[config.mk]
export PLATFORM = sky130hd
export DESIGN_NAME = seq_divider
export DESIGN_NICKNAME = d
export VERILOG_FILES = /design/src/rtl/seq_divider_pkg.sv /design/src/rtl/seq_divider_div_step.sv /design/src/rtl/seq_divider.sv
export SDC_FILE = /design/constraint.sdc
export NUM_CORES = 1
export LEC_CHECK = 0
export CORE_MARGIN = 5
export CORE_UTILIZATION = 40
export CTS_CLUSTER_DIAMETER = 80
export DETAILED_ROUTE_END_ITERATION = 8
export PLACE_DENSITY = 0.66
export SYNTH_ARGS = -nofsm -noshare
export SYNTH_HDL_FRONTEND = slang
export SYNTH_SLANG_ARGS = --single-unit
[constraint.sdc]
create_clock -name clk -period 3 [get_ports clk]
set_clock_uncertainty 0.2 [all_clocks]
set_input_delay 0.45 -clock clk [delete_from_list [all_inputs] [get_ports clk]]
set_output_delay 0.45 -clock clk [all_outputs]
set_load 0.005 [all_outputs]
[src/rtl/seq_divider_pkg.sv]
// seq_divider_pkg: shared state encoding and default operand width for the divider.
package seq_divider_pkg;
    localparam int DEFAULT_WIDTH = 4;
    typedef enum logic [1:0] {IDLE, CALC, DONE} state_t;
endpackage

[src/rtl/seq_divider_div_step.sv]
// div_step: one combinational restoring-division step (shift in a dividend bit, trial subtract, select).
module div_step
    import seq_divider_pkg::*;
#(
    parameter int WIDTH = DEFAULT_WIDTH
) (
    input  logic [WIDTH-1:0] rem_in,
    input  logic             dvd_bit,
    input  logic [WIDTH-1:0] divisor,
    output logic [WIDTH-1:0] rem_out,
    output logic             q_bit
);
    logic [WIDTH:0] shifted;
    logic [WIDTH:0] diff;
    // Partial remainder stays below the divisor, so the top bit of the difference is the borrow.
    always_comb begin
        shifted = {rem_in, dvd_bit};
        diff    = shifted - {1'b0, divisor};
        q_bit   = ~diff[WIDTH];
        rem_out = diff[WIDTH] ? shifted[WIDTH-1:0] : diff[WIDTH-1:0];
    end
endmodule

[src/rtl/seq_divider.sv]
// seq_divider: unsigned restoring divider, one quotient bit per cycle, valid/ready on both sides.
module seq_divider
    import seq_divider_pkg::*;
#(
    parameter int WIDTH = DEFAULT_WIDTH
) (
    input  logic             clk,
    input  logic             rst_n,
    input  logic             in_valid,
    output logic             in_ready,
    input  logic [WIDTH-1:0] dividend,
    input  logic [WIDTH-1:0] divisor,
    output logic             out_valid,
    input  logic             out_ready,
    output logic [WIDTH-1:0] quotient,
    output logic [WIDTH-1:0] remainder,
    output logic             div_by_zero
);
    localparam int CW = $clog2(WIDTH);
    localparam logic [CW-1:0] LAST = CW'(WIDTH - 1);

    state_t           state_q, state_d;
    logic [CW-1:0]    cnt_q, cnt_d;
    logic [WIDTH-1:0] quo_q, quo_d;
    logic [WIDTH-1:0] rem_q, rem_d;
    logic [WIDTH-1:0] dsr_q, dsr_d;
    logic             dbz_q, dbz_d;
    logic [WIDTH-1:0] step_rem;
    logic             step_q;

    // quo_q starts as the dividend and shifts quotient bits in as dividend bits shift out.
    div_step #(.WIDTH(WIDTH)) u_step (
        .rem_in  (rem_q),
        .dvd_bit (quo_q[WIDTH-1]),
        .divisor (dsr_q),
        .rem_out (step_rem),
        .q_bit   (step_q)
    );

    always_comb begin
        state_d = state_q;
        cnt_d   = cnt_q;
        quo_d   = quo_q;
        rem_d   = rem_q;
        dsr_d   = dsr_q;
        dbz_d   = dbz_q;
        case (state_q)
            IDLE: if (in_valid) begin
                dsr_d   = divisor;
                cnt_d   = '0;
                dbz_d   = (divisor == '0);
                state_d = (divisor == '0) ? DONE : CALC;
                quo_d   = (divisor == '0) ? '1 : dividend;
                rem_d   = (divisor == '0) ? dividend : '0;
            end
            CALC: begin
                quo_d   = {quo_q[WIDTH-2:0], step_q};
                rem_d   = step_rem;
                cnt_d   = cnt_q + 1'b1;
                state_d = (cnt_q == LAST) ? DONE : CALC;
            end
            DONE: if (out_ready) state_d = IDLE;
            default: state_d = IDLE;
        endcase
    end

    always_ff @(posedge clk or negedge rst_n) begin
        if (!rst_n) begin
            state_q <= IDLE;
            cnt_q   <= '0;
            quo_q   <= '0;
            rem_q   <= '0;
            dsr_q   <= '0;
            dbz_q   <= 1'b0;
        end else begin
            state_q <= state_d;
            cnt_q   <= cnt_d;
            quo_q   <= quo_d;
            rem_q   <= rem_d;
            dsr_q   <= dsr_d;
            dbz_q   <= dbz_d;
        end
    end

    assign in_ready    = (state_q == IDLE);
    assign out_valid   = (state_q == DONE);
    assign quotient    = quo_q;
    assign remainder   = rem_q;
    assign div_by_zero = dbz_q;
endmodule
==> results of run 1 <==
[flip-flops by register name, summed over array words and instances (netlist names)]
register,count
quotient,4
state_q,2
remainder,4
div_by_zero,1
dsr_q,4
cnt_q,2
[final timing paths]
kind                       cells after the start                        to  slack [ns]               startpoint
setup / recovery                               8  remainder[0]$_DFFE_PN0P_        0.77  quotient[3]$_DFFE_PN0P_
hold / removal                                 1   div_by_zero$_DFFE_PN0P_        0.32  div_by_zero$_DFFE_PN0P_
setup reg to reg                               8  remainder[0]$_DFFE_PN0P_        0.77  quotient[3]$_DFFE_PN0P_
hold reg to reg                                1   div_by_zero$_DFFE_PN0P_        0.32  div_by_zero$_DFFE_PN0P_
max in group asynchronous                      1  remainder[2]$_DFFE_PN0P_        1.70                    rst_n
min in group asynchronous                      1    state_q[1]$_DFFE_PN0P_        0.41                    rst_n
[kinds of logic (layout without fill, tap and decap cells)]
kind of cell / count (synthesis) / count (layout) / share of synthesized area, %
AOI/OAI and AO/OA: 29 / 29 / 20.2
muxes: 6 / 6 / 6.39
buffers and inverters: 14 / 35 / 5.90
and+or+nand+nor: 32 / 32 / 17.7
xor gates and xnor gates: 1 / 1 / 0.844
DFF: 17 / 17 / 41.0
adders and majority gates: 6 / 6 / 7.95
[power by group]
part	switching, uW	leakage [uW]	total (uW)	internal [uW]
Clock	74.0	0.0000177	124	49.5
Sequential	108	0.000206	454	346
Combinational	450	0.000336	915	465
[layout by cell type (no fill, tap or decap), types with 2 or more instances in the layout]
master / n
clkdlybuf4s50_1: 22
dfrtp_1: 17
inv_1: 8
nand2_1: 8
o21ai_0: 8
nor2_1: 6
mux2_2: 5
ha_1: 5
or3_1: 4
o211ai_1: 4
a31oi_1: 3
clkbuf_4: 3
nor2b_1: 2
a21oi_2: 2
a21oi_1: 2
a22o_1: 2
nor3_1: 2
[stage by stage]
stage / power, uW / worst slack, ns / instance area, um2
global route: 1640 / 0.650 / 1300
finish: 1490 / 0.767 / 1300
floorplan: 1090 / 0.910 / 1040
detailed placement: 1380 / 0.772 / 1270
global placement: 1370 / 0.779 / 1270
CTS: 1510 / 0.748 / 1300
[layout make-up]
type | instances | share of cell area (%)
timing repair buffer | 23 | 17.5
clock buffer | 3 | 1.73
clock inverter | 1 | 0.385
tap | 30 | 2.89
inverter | 8 | 2.31
sequential | 17 | 32.7
multi-input combinational | 74 | 42.4
[per-layer routing]
layer | vias up | global-route usage (%) | wire (um)
met5 | - | 0 | 0
met4 | 0 | 3.72 | 10
met3 | 2 | 3.83 | 116
met2 | 21 | 21.5 | 1030
met1 | 390 | 19.8 | 1090
li1 | 430 | - | -
[critical path, cell delays in order, from the launching register on]
cell and delay [ns]:
dfrtp_1 0.41, inv_1 0.09, ha_1 0.15, inv_1 0.05, fa_1 0.40, nand3_2 0.11
a21oi_2 0.09, or4_1 0.47, a31oi_1 0.17
==> metrics.txt, run 1 <==
Lkg Pwr=0.000559 uW; EDFF count, synth=0; most frequent cell after synthesis=dfrtp_1; I/O Pins=23; Residual DRC=0; vias per cell=5.40; global-route wire length before repair=3.92 mm; Post-Layout Cell Count=156; Slew @ Worst Pin=0.789 ns; CTS resizes=0; crit start category=flop; Routed WL per cell=14.4 um; Synth Area per Inst=9.89 um2; Max Cap Violations=0; root buffer cell=clkbuf_4; Worst-Skew Late Latency=0.29 ns; Max VDD drop=545 uV; grt total ovfl=0; final hold slack=0.322 ns; GR Util All Layers=14.1%; number of H-tree levels=1; synth unique cells=39; diode count=0; DRT Wirelength=2.25 mm; mapped cell area=1040 um2; Min-Delay Path Class=flop to flop; area fraction of the dominant cell type after synthesis=41.0%; Req. time, crit path=3.01 ns; total CTS buffers=3; Pre-antenna DRT Iters=4; initial DRC count=37; setup_tns=0 ns; Most used DFF post-synth=dfrtp_1; cells after synthesis=105; RePlAce Congestion=0.809; FFs w/ async S/R, synth=100%; nets=145; Yosys reg bits=17; initial cell density of the core=41.9%; Layout area overhead=25.2%; Reg area=425 um2; unrepaired setup endpoints after global routing=no; synth top area cells=dfrtp_1 (41%), ha_1 (6.0%), mux2_2 (5.4%); layout cells sized above 1=14.3%; Final Setup Violations=0; port buffer count=22; YS warnings=0; CTS tree=yes; top cells by count, synth=dfrtp_1 (17), inv_1 (8), nand2_1 (8), o21ai_0 (8), nor2_1 (6); fillers=256; Core ar.=2480 um2; Slew HR=47.3%; Setup crit end kind=flop; largest net degree at the start of global routing=18; post-layout min period=2.23 ns; Final Hold Viols=0; critical path fanouts, max=5; initial antenna violation count=0; synthesized net count=123; Max Fclk=0.448 GHz; Die ar.=3720 um2; status=completed; DR vias=843; WP data arrival=2.25 ns; clock buffer depth=2; max-slew violation count=0; leading area contributor after synthesis=dfrtp_1; row cnt=18; multi-input logic area=552 um2; post-detail-place hpwl=1.77 mm; vias in the first global route=842; WS Path Type=flop to flop; fin crit share=74.4%; postcts setup bufs=0; CTS clk-pin slew, worst paths=0.11 ns; Seq/Total Area, Yosys=41.0%; final core occ=52.5%; hold bufs inserted after CTS=0; power per cell area=1150 nW/um2; CTS sink cnt=17; Die Wd=61.0 um; Post-Place Cells=152; Vert. Die Dim=61.0 um; DRT antenna net count=0
Power figures use the tool's default switching activity.
==> inputs of run 2 (changes only) <==
==> constraint.sdc (replaced) <==
create_clock -name clk -period 2.3 [get_ports clk]
set_clock_uncertainty 0.2 [all_clocks]
set_input_delay 0.345 -clock clk [delete_from_list [all_inputs] [get_ports clk]]
set_output_delay 0.345 -clock clk [all_outputs]
set_load 0.005 [all_outputs]
==> run 2 against run 1 <==
  * Clock-buffer cell count grew 1
  * Die area is the same
  * Setup slack lost 0.65 ns
  * Sequential share of layout area shrank 0.77 points
  * Final area grew 2.4%
  * Utilization grew 1.3 points
  * Fmax grew 2.2%
  * Cell count grew 2.6%
  * Routed wire length grew 5.5%
  * Worst hold slack lost 0.16 ns
  * Critical path type unchanged
==> metrics.txt, run 2 (synthesis results as in run 1) <==
status=completed; Final Hold Viols=0; Final Setup Violations=0; CTS sink cnt=17; most frequent cells in the layout=clkdlybuf4s50_1 (22), dfrtp_1 (17), inv_1 (8), nand2_1 (8), o21ai_0 (8); switching share of power=42.0%; unrepaired setup endpoints after global routing=no; postcts setup bufs=0; vias in the first global route=943; Combinational Power Share=62.9%; clock buffer depth=2; max-slew violation count=0; CTS resizes=0; layout cells sized above 1=16.9%; Slew @ Worst Pin=0.309 ns; Slew HR=79.4%; commonest non-fill, non-tap cell in the layout=clkdlybuf4s50_1; setup_tns=0 ns; GR Util All Layers=15.0%; WP data arrival=2.20 ns; DR vias=869; Req. time, crit path=2.32 ns; Routed WL per cell=14.8 um; port buffer count=22; Core ar.=2480 um2; Vert. Die Dim=61.0 um; initial DRC count=11; WS Path Type=flop to flop; initial antenna violation count=0; Max VDD drop=752 uV; total CTS buffers=3; Die Wd=61.0 um; DRT antenna net count=0; multi-input logic area=554 um2; Post-DP Area=1300 um2; DRT Wirelength=2.37 mm; power per cell area=1520 nW/um2; I/O Pins=23; r2r setup slk=0.11 ns; critical path fanouts, max=5; CTS clk-pin slew, worst paths=0.10 ns; fin crit share=95.0%; Layout area overhead=28.2%; grt total ovfl=0; final hold slack=0.165 ns; Die ar.=3720 um2; Worst-Skew Late Latency=0.29 ns; Clk pwr share=8.0%; largest net degree at the start of global routing=18; Max Fclk=0.458 GHz; nets=149; Reg area=425 um2; fin area=1330 um2; post-detail-place hpwl=1.89 mm; CTS tree=yes; fillers=235; post-layout min period=2.19 ns; root buffer cell=clkbuf_4; row cnt=18; global-route wire length before repair=4.10 mm; Sequential Power Share=29.1%; diode count=0; initial cell density of the core=41.9%; number of H-tree levels=1; RePlAce Congestion=0.867; hold bufs inserted after CTS=0; Lkg Pwr=0.000575 uW; P_sw=848 uW; Pint=1170 uW; vias per cell=5.43; Max Cap Violations=0; Residual DRC=0; crit start category=flop; Min-Delay Path Class=primary input to asynchronous set/reset pin; Setup crit end kind=flop; Pre-antenna DRT Iters=4
## run 2: cell count changes in the layout (fill, tap and decap cells not counted), sizes merged
cell	previous run	this run
clkinv	1	0
clkbuf	3	4
buf	1	5
## run 2: power groups by stage
| stage | sequential, uW | clock (uW) | combinational [uW] |
|---|---|---|---|
| after global placement | 587 | 0 | 1240 |
| final | 586 | 161 | 1270 |
| after global routing | 610 | 179 | 1430 |
| after detailed placement | 592 | 0 | 1270 |
| after CTS | 587 | 167 | 1270 |
| after floorplan | 560 | 0 | 864 |
## run 2: final timing paths
path / startpoint / end / cells past startpoint
max: quotient[3]$_DFFE_PN0P_ / remainder[0]$_DFFE_PN0P_ / 8
min: rst_n / state_q[1]$_DFFE_PN0P_ / 2
max reg2reg: quotient[3]$_DFFE_PN0P_ / remainder[0]$_DFFE_PN0P_ / 8
min reg2reg: cnt_q[0]$_DFFE_PN0P_ / cnt_q[0]$_DFFE_PN0P_ / 1
max in group asynchronous: rst_n / dsr_q[3]$_DFFE_PN0P_ / 2
min in group clk: cnt_q[0]$_DFFE_PN0P_ / cnt_q[0]$_DFFE_PN0P_ / 1
## run 2: per-stage QoR
step           power, uW  setup slack [ns]  cells  util [%]
5_1_grt             2220            0.0242    160      53.7
4_1_cts             2030            0.0414    160      53.6
2_1_floorplan       1420             0.210    105         -
3_3_place_gp        1820             0.150    156      52.6
6_report            2020             0.115    160      53.7
3_5_place_dp        1860            0.0522    156      52.6
## run 2: area by class of cell
cell class | instances | area share (%)
clock buffers | 4 | 1.97
well taps | 30 | 2.82
multi-input cells | 74 | 41.6
repair buffers | 27 | 19.4
inverters | 8 | 2.26
flip-flops and latches | 17 | 32.0
## run 2: per-layer routing
layer	track usage (%)	wire length [um]	up-vias
li1	-	-	429
met1	19.3	1080	414
met2	23.5	1140	20
met3	2.98	104	6
met4	8.67	47	0
met5	0	0	-
## run 2: critical path, cell delays in order, from the launching register on
cell     delay (ns)
dfrtp_1        0.41
inv_1          0.09
ha_1           0.16
inv_1          0.06
fa_2           0.36
nand3_2        0.11
a21oi_2        0.09
or4_1          0.47
a31oi_1        0.16
==> inputs of run 3 (changes only) <==
==> constraint.sdc (replaced) <==
create_clock -name clk -period 2.3 [get_ports clk]
set_clock_uncertainty 0.2 [all_clocks]
set_input_delay 0.575 -clock clk [delete_from_list [all_inputs] [get_ports clk]]
set_output_delay 0.575 -clock clk [all_outputs]
set_load 0.005 [all_outputs]
==> run 3 against run 2 <==
  * Fmax decreased by 0.10%
  * Final area increased by 0.19%
  * Clock power increased by 3%
  * Sequential power grew 2%
  * Routed wire length increased by 0.42%
  * Clock-buffer cell count stayed put
  * Via count up 0.69%
  * Register-to-register slack barely moved
  * First-iteration DRC count up 100%
  * Critical path type unchanged
  * Worst hold slack improved by 0.15 ns
  * Critical endpoint unchanged
  * Utilization increased by 0.10 points
==> metrics.txt, run 3 (synthesis results as in run 1) <==
Sequential Power Share=29.6%; M2 GR Usage=24.1%; post-layout min period=2.19 ns; root buffer cell=clkbuf_4; nets=149; CTS clk-pin slew, worst paths=0.10 ns; Pre-antenna DRT Iters=4; Core ar.=2480 um2; Worst-Skew Late Latency=0.29 ns; port buffer count=22; vias per cell=5.47; commonest non-fill, non-tap cell in the layout=clkdlybuf4s50_1; Die ar.=3720 um2; max-slew violation count=0; power per cell area=1520 nW/um2; Lkg Pwr=0.000572 uW; P_sw=848 uW; Final Hold Viols=0; switching share of power=41.9%; fin crit share=95.1%; Req. time, crit path=2.32 ns; post-detail-place hpwl=1.86 mm; critical path fanouts, max=4; unrepaired setup endpoints after global routing=no; RePlAce Congestion=0.792; met3 usage=2.34%; Clk pwr share=8.2%; WS Path Type=flop to flop; Setup crit end kind=flop; initial antenna violation count=0; final core occ=53.8%; I/O Pins=23; postcts setup bufs=0; DRT Wirelength=2.38 mm; Layout area overhead=28.4%; clock buffer depth=2; initial cell density of the core=41.9%; CTS sink cnt=17; Slew @ Worst Pin=0.311 ns; global-route wire length before repair=4.22 mm; diode count=0; Vert. Die Dim=61.0 um; Min-Delay Path Class=flop to flop; Routed WL per cell=14.9 um; Pint=1180 uW; layout cells sized above 1=18.5%; busiest grt layer=met2; CTS tree=yes; crit start category=flop; total CTS buffers=3; number of H-tree levels=1; DR vias=875; WP data arrival=2.21 ns; row cnt=18; initial DRC count=22; Final Setup Violations=0; DRT antenna net count=0; Max Cap Violations=0; vias in the first global route=904; Max Fclk=0.457 GHz; Residual DRC=0; largest net degree at the start of global routing=18; Die Wd=61.0 um; GR Util All Layers=15.4%; grt total ovfl=0; status=completed; Slew HR=79.2%; power consumption=2030 uW; GRT met1 Usage=21.4%; Combinational Power Share=62.2%; most frequent cells in the layout=clkdlybuf4s50_1 (22), dfrtp_1 (15), inv_1 (8), nand2_1 (8), o21ai_0 (8); Max VDD drop=748 uV
-- run 3: cell counts in the layout (fill, tap and decap cells not counted) --
No cell type changed its count.
-- run 3: cell type report --
class	instances	area [um2]
fill	246	1140
tap	30	37.5
timing repair buffer	27	258
clock buffer	4	26.3
multi-input combinational	74	554
inverter	8	30.0
sequential	17	428
-- run 3: power groups by stage --
stage	Combinational, uW	Sequential, uW	Clock [uW]
6_report	1260	599	166
5_1_grt	1430	628	187
4_1_cts	1270	598	169
3_5_place_dp	1260	603	0
3_3_place_gp	1230	596	0
2_1_floorplan	864	560	0
-- run 3: final timing paths --
check	slack (ns)	to	from	depth (start not counted)
setup / recovery	0.11	remainder[0]$_DFFE_PN0P_	quotient[3]$_DFFE_PN0P_	8
hold / removal	0.32	div_by_zero$_DFFE_PN0P_	div_by_zero$_DFFE_PN0P_	1
setup reg to reg	0.11	remainder[0]$_DFFE_PN0P_	quotient[3]$_DFFE_PN0P_	8
hold reg to reg	0.32	div_by_zero$_DFFE_PN0P_	div_by_zero$_DFFE_PN0P_	1
max in group asynchronous	1.30	state_q[0]$_DFFE_PN0P_	rst_n	2
min in group asynchronous	0.39	remainder[0]$_DFFE_PN0P_	rst_n	2
-- run 3: metal layers --
metal	wire length (um)	up-vias
met4	30	0
met2	1140	20
met5	0	-
li1	-	434
met1	1100	417
met3	110	4
-- run 3: metrics by stage --
step / TNS (ns) / setup slack, ns / instance area (um2) / hold WS, ns / instances
floorplan: 0 / 0.210 / 1040 / 0.0794 / 105
global placement: 0 / 0.0189 / 1300 / 0.295 / 156
detailed placement: -0.0236 / -0.0236 / 1300 / 0.299 / 156
CTS: 0 / 0.0370 / 1330 / 0.324 / 160
global route: 0 / 0.0124 / 1330 / 0.351 / 160
finish: 0 / 0.113 / 1330 / 0.320 / 160
-- run 3: what timing repair did --
| action | 4_1_cts | 5_1_grt |
|---|---|---|
| resized for setup | 0 | 3 |
| endpoints found under the setup margin | 0 | 3 |
| hold buffers | 0 | 0 |
-- run 3: worst max-delay path, stage by stage (launching register included) --
cell and delay [ns]:
dfrtp_1 0.41, inv_1 0.08, ha_1 0.16, inv_1 0.06, fa_2 0.36, nand3_2 0.11
a21oi_2 0.07, or4_1 0.48, a31oi_1 0.18
